**src/rtl/debounce_bank.sv**
```systemverilog
// N-channel push-button conditioner: 2-flop synchroniser, stability-count debounce,
// press/release strobes and optional typematic auto-repeat per channel.
module debounce_bank #(
  parameter int unsigned CHANNELS      = 4,
  parameter int unsigned STABLE_CYCLES = 16,
  parameter int unsigned ACTIVE_LOW    = 1,
  parameter int unsigned REPEAT_EN     = 1,
  parameter int unsigned REPEAT_DELAY  = 500,
  parameter int unsigned REPEAT_PERIOD = 100
) (
  input  logic                clk,
  input  logic                rst,
  input  logic [CHANNELS-1:0] keyBounce,
  output logic [CHANNELS-1:0] key_state,
  output logic [CHANNELS-1:0] key_press,
  output logic [CHANNELS-1:0] key_release,
  output logic [CHANNELS-1:0] key_repeat
);

  localparam int unsigned CntW   = $clog2(STABLE_CYCLES + 1);
  localparam int unsigned RepMax = (REPEAT_DELAY > REPEAT_PERIOD) ? REPEAT_DELAY : REPEAT_PERIOD;
  localparam int unsigned RcntW  = $clog2(RepMax + 1);

  localparam logic             IdleLvl   = (ACTIVE_LOW != 0);
  localparam logic [CntW-1:0]  CntLast   = CntW'(STABLE_CYCLES - 1);
  localparam logic [CntW-1:0]  CntOne    = CntW'(1);
  localparam logic [RcntW-1:0] RepDelay  = RcntW'(REPEAT_DELAY);
  localparam logic [RcntW-1:0] RepPeriod = RcntW'(REPEAT_PERIOD);
  localparam logic [RcntW-1:0] RcntOne   = RcntW'(1);

  typedef enum logic [1:0] {StIdle, StWait, StRepeat} rep_state_e;

  for (genvar i = 0; i < CHANNELS; i++) begin : g_ch
    logic            s1_q, s2_q, pressed;
    logic            state_q, press_q, release_q;
    logic [CntW-1:0] cnt_q;

    // Normalised so that 1 always means "pressed" regardless of board polarity.
    assign pressed = s2_q ^ IdleLvl;

    always_ff @(posedge clk) begin
      if (rst) begin
        s1_q      <= IdleLvl;
        s2_q      <= IdleLvl;
        state_q   <= 1'b0;
        press_q   <= 1'b0;
        release_q <= 1'b0;
        cnt_q     <= '0;
      end else begin
        s1_q      <= keyBounce[i];
        s2_q      <= s1_q;
        press_q   <= 1'b0;
        release_q <= 1'b0;
        if (pressed == state_q) begin
          cnt_q <= '0;
        end else if (cnt_q == CntLast) begin
          state_q   <= pressed;
          cnt_q     <= '0;
          press_q   <= pressed;
          release_q <= ~pressed;
        end else begin
          cnt_q <= cnt_q + CntOne;
        end
      end
    end

    assign key_state[i]   = state_q;
    assign key_press[i]   = press_q;
    assign key_release[i] = release_q;

    if (REPEAT_EN != 0) begin : g_rep
      rep_state_e       st_q, st_d;
      logic [RcntW-1:0] rcnt_q, rcnt_d;
      logic             rep;

      always_ff @(posedge clk) begin
        if (rst) begin
          st_q   <= StIdle;
          rcnt_q <= '0;
        end else begin
          st_q   <= st_d;
          rcnt_q <= rcnt_d;
        end
      end

      // key_state is already low in the release strobe cycle, so release beats a due repeat.
      always_comb begin
        st_d   = st_q;
        rcnt_d = rcnt_q;
        rep    = 1'b0;
        unique case (st_q)
          StIdle: begin
            if (press_q) begin
              st_d   = StWait;
              rcnt_d = RcntOne;
            end
          end
          StWait: begin
            if (!state_q) begin
              st_d   = StIdle;
              rcnt_d = '0;
            end else if (rcnt_q == RepDelay) begin
              rep    = 1'b1;
              st_d   = StRepeat;
              rcnt_d = RcntOne;
            end else begin
              rcnt_d = rcnt_q + RcntOne;
            end
          end
          StRepeat: begin
            if (!state_q) begin
              st_d   = StIdle;
              rcnt_d = '0;
            end else if (rcnt_q == RepPeriod) begin
              rep    = 1'b1;
              rcnt_d = RcntOne;
            end else begin
              rcnt_d = rcnt_q + RcntOne;
            end
          end
          default: begin
            st_d   = StIdle;
            rcnt_d = '0;
          end
        endcase
      end

      assign key_repeat[i] = rep;
    end else begin : g_norep
      assign key_repeat[i] = 1'b0;
    end
  end

endmodule

```
**config.mk**
```make
export PLATFORM = sky130hd
export DESIGN_NAME = debounce_bank
export DESIGN_NICKNAME = d
export VERILOG_FILES = /design/src/rtl/debounce_bank.sv
export SDC_FILE = /design/constraint.sdc
export NUM_CORES = 1
export LEC_CHECK = 0
export CORE_ASPECT_RATIO = 1.1
export CORE_MARGIN = 2
export CORE_UTILIZATION = 55
export DETAILED_ROUTE_END_ITERATION = 10
export DONT_BUFFER_PORTS = 1
export PLACE_DENSITY = 0.81
export SLEW_MARGIN = 0
export SYNTH_ARGS = -nofsm -noshare
export SYNTH_HDL_FRONTEND = slang
export SYNTH_SLANG_ARGS = --single-unit
```
**constraint.sdc**
```tcl
create_clock -name clk -period 2.2 [get_ports clk]
set_clock_uncertainty 0.15 [all_clocks]
set_input_delay 0.44 -clock clk [delete_from_list [all_inputs] [get_ports clk]]
set_output_delay 0.44 -clock clk [all_outputs]
set_load 0.02 [all_outputs]
```
After elaboration in Yosys (flattened, before gate mapping)
Index checks and enable logic that the tools add are counted.

word-level totals
  register bits after elaboration = 84
  bits in latches = 0
  bits in writable memories = 0
  ROM bits = 0
  bits of input ports = 6
  output and inout port bits = 16
  word-level logic and storage cells = 172
  memories kept = 0

cells by class
  add/subtract/negate cells = 8
  multipliers = 0
  div/mod/pow operators = 0
  magnitude comparators = 0
  equal/unequal tests = 36
  shift operators = 0
  muxes and demuxes = 64
  bitwise operators = 12
  reductions and logical operators = 20

operators with widths
  kind                 count
  $mux 9               20
  $pmux 9 s3           4
  $add 9x1->9 const B  4
  $eq 9x7->1 const B   4
  $eq 9x9->1 const B   4
  $mux 2               16
  $pmux 2 s3           4
  $reduce_or 3->1      8
  $add 5x1->5 const B  4
  $eq 5x4->1 const B   4
  $mux 1               16
  $ne 2x2->1 const B   8
  $ne 3x3->1 const B   4
  $not 1->1            12
  $reduce_and 3->1     4
  $eq 2x1->1 const B   4
  $eq 2x2->1 const B   4
  $logic_not 2->1      4
  $pmux 1 s2           4
  $reduce_and 2->1     4
  $eq 1x1->1           4

Longest topological paths before layout
  depth in word-level cells = 4
  depth in mapped cells = 7
  gate-level depth less buffers = 6

Worst setup path before layout
OpenSTA, ideal clock, no wires.

  path kind = register -> register
  from = register g_ch[0].g_rep.rcnt_q[0]
  to = register g_ch[0].g_rep.rcnt_q[7]
  setup time = 74 ps
  arrival = 1,497 ps
  data required time = 1,976 ps
  slack = 479 ps
  cell stages (with the launch flop) = 8
  buffers on the path = 1
  path through = dfxtp_1 -> inv_1 -> ha_1 -> and3b_1 -> a31oi_4 -> buf_4 -> o2111ai_1 -> a31oi_1

between the ends
  word-level cells in the longest chain between the ends = 4
  elaborated cells between the ends (all ways) = 8

ends and longest elaborated chain
  element                                    line      source
  start, declared                            73        logic [RcntW-1:0] rcnt_q, rcnt_d;
  start signal, assigned                     82        rcnt_q <= rcnt_d;
  $add 9x1->9, or another cell as far along  107, 118
  $mux 9, on equally long branches           114, 102
  $mux 9, on equally long branches           111, 99
  $pmux 9 s3 (*)                             91        unique case (st_q)

Mark *: on every way between the ends. The rest lies on a longest branch, timed or not.
A chain may end at the register's enable or synchronous reset.

Worst setup path after layout
  from = register g_ch[1].g_rep.st_q[0]
  to = output key_repeat[1]

between the ends
  word-level cells in the longest chain between the ends = 2
  elaborated cells between the ends (all ways) = 3

ends and longest elaborated chain
  element                                          line  source
  start, declared                                  72    rep_state_e st_q, st_d;
  start signal, assigned                           78    st_q <= StIdle;
  start signal, assigned                           81    st_q <= st_d;
  $eq 2x2->1 / $eq 2x1->1 (equally long branches)  91
  $pmux 1 s2 (*)                                   91
  end, declared                                    17    output logic [CHANNELS-1:0] key_repeat

Marked as above.

==> results_dict.tcl <==
set metrics [dict create \
    outcome "complete, no violations" \
    wl_per_cell_microns 14.8 \
    clockBufferDepth 2 \
    end_kind "output pin" \
    htree_levels 3 \
    finish.utilization 0.603 \
    netlist_instances 563 \
    tightest_slew_ns 0.592 \
    grt_pass1_wl_mm 17.1 \
    synthSimpleGateAreaFrac 0.255 \
    syn_area_sq_um 4770 \
    synth_fa_ha_area_frac 0.0839 \
    wirelength_mm 9.81 \
    final_common_cell "dfxtp_1" \
    port_buffers 0 \
    grt_use_total 0.220 \
    syn2layout_area_growth_pct 6.24 \
    worst_hold_path_type "in -> reg" \
    yosysSeqAreaShare 0.352 \
    drt_iter0_drc 269 \
    setup_tns_ns 0 \
    pre_cts_ws_ns 0.0903 \
    worst-setup-path-type "reg -> out" \
    yosys_warnings 0 \
    drt-pass1-iter-count 5 \
    synthXorXnorAreaFrac 0.0312 \
    setup_slack_ns 0.0676 \
    synth_nets 601 \
    final_layout_size_suffix_gt1_frac 0.148 \
    antenna_left 0 \
    peakVddDrop_mv 0.398 \
    grt_pass1_vias 3783 \
    cts_root_buffer "clkbuf_8" \
    synth-compound-area-share 0.198 \
    arrival_ns 1.54 \
    dp_cells 642 \
    dpl-instance-area_sq_um 4740 \
    antenna_found_initial 0 \
    fp.dieArea_sq_um 9440 \
    critPathRequiredTime_ns 1.61 \
    cts_tree "done" \
    slew_headroom 0.603 \
    synthDistinctLibCells 55 \
    async_flop_share 0 \
    fillers 708 \
    max_freq_ghz 0.469 \
    grt_start_max_net_pins 50 \
    synth.avg_cell_area_sq_um 8.47 \
    synth_enable_flop_cells 0 \
    synth_top_family_by_area "simple AND/OR/NAND/NOR gates" \
    synthFlopType "dfxtp_1" \
    start_util 0.567 \
    hpwl_mm 6.45 \
    worstSetupStartpointType "flop" \
    clock-sinks 84 \
    clk_latency_ns 0.36 \
    drv_slew 0 \
    fin_cells 665 \
    gp_congestion 0.880 \
    overflow 0 \
    worst-path-max-fanout 4 \
    drv_cap 0 \
    route.detailed.drc 0 \
    fin_crit_ns 2.13 \
    hold_viol_final 0 \
    vias 4016 \
    coreArea_sq_um 8410 \
    die_h_microns 102 \
    final_cell_area_sq_um 5070 \
    synthMuxAreaShare 0 \
    layout_common_cells "dfxtp_1, nand2_1, nor2_1, ha_1, inv_1" \
    die_w_microns 92.8 \
    p_per_area_nw_per_um2 561 \
    numCtsBuffers 9 \
    num_antenna_cells 0 \
    nets 587 \
    setup_viol 0 \
    leakagePower_nw 1.69 \
    clk_pin_slew_worst_paths_ns 0.09 \
    ys_ff_latch 84 \
    fin_crit_sh 0.969 \
    ios 22 \
    rows 35 \
    routed_via_density 6.04 \
]
## area by class of cell
class,instances,area [sq um],area share
clock buffers,10,138,0.0272
clock inverters,6,48.8,0.00963
inverters,31,119,0.0235
multi-input cells,404,2770,0.547
flip-flops and latches,84,1700,0.334
well taps,111,139,0.0274
repair buffers,19,158,0.0311
## stage by stage
| stage | hold WS [ns] | total power (W) |
|---|---|---|
| global placement | 0.250 | 0.00180 |
| floorplan | 0.239 | 0.00177 |
| global route | 0.00882 | 0.00296 |
| detailed placement | 0.250 | 0.00181 |
| finish | 0.0309 | 0.00284 |
| CTS | 0.00538 | 0.00285 |
## sequential cells by signal, indices dropped and copies added (netlist names)
name and cells:
g_ch.s1_q 4, g_ch.state_q 4, g_ch.g_rep.rcnt_q 36, g_ch.release_q 4, g_ch.s2_q 4, g_ch.cnt_q 20, g_ch.g_rep.st_q 8, g_ch.press_q 4
## timing repair
| item | in CTS | in global routing |
|---|---|---|
| hold buffers | 2 | 0 |
| buffers inserted | 0 | 5 |
| setup endpoints to repair | 4 | 9 |
| gates cloned | 0 | 0 |
| pin swaps | 0 | 3 |
| resized for setup | 6 | 26 |
| endpoints found under the hold margin | 32 | 0 |
## power by group
part	total, W	internal, W	switching, W
clock network	0.00103	0.000448	0.000587
logic	0.000229	0.0000908	0.000139
registers	0.00158	0.00155	0.0000281
## cells in the mapped netlist (all sizes together), types with 8 or more instances
library cell | number | area share
dfxtp | 84 | 0.35
nand2 | 50 | 0.040
nor2 | 44 | 0.035
ha | 32 | 0.084
inv | 31 | 0.024
buf | 29 | 0.043
a21oi | 23 | 0.024
nand3 | 19 | 0.021
o2111ai | 18 | 0.033
o21ai | 18 | 0.020
a31oi | 17 | 0.033
clkbuf | 15 | 0.012
nor3 | 14 | 0.015
o211ai | 14 | 0.022
or3 | 13 | 0.017
a211oi | 11 | 0.017
nor2b | 11 | 0.014
xor2 | 11 | 0.020
nand2b | 10 | 0.013
nand3b | 10 | 0.016
nor4 | 10 | 0.013
and3 | 9 | 0.012
o221ai | 9 | 0.017
or2 | 8 | 0.010
## worst max-delay path, stage by stage (launching register included)
cell	delay [ns]
dfxtp_2	0.37
inv_1	0.07
ha_1	0.24
nand3b_1	0.20
a21oi_2	0.16
buf_4	0.15
## logic make-up after synthesis
logic type	after synthesis
AO/OA/AOI/OAI	128
XOR/XNOR	17
adder cells (fa/ha/maj)	32
buffers and inverters	75
flip-flops	84
AND/OR/NAND/NOR	227
## path summary, 6_finish.rpt
check / from / to / slack [ns] / cells past startpoint
max: g_ch[1].g_rep.st_q[0] / key_repeat[1] / 0.07 / 5
min: keyBounce[1] / g_ch[1].s1_q / 0.03 / 1
max reg2reg: g_ch[0].g_rep.rcnt_q[0] / g_ch[0].g_rep.rcnt_q[6] / 0.16 / 7
min reg2reg: g_ch[1].s1_q / g_ch[1].s2_q / 0.26 / 1
## metal layers
metal  GRT usage  routed length, microns
met1       0.280                    4500
met3      0.0424                     367
met5           0                       0
met2       0.381                    4900
met4      0.0656                      51
(Power assumes the default switching activity.)
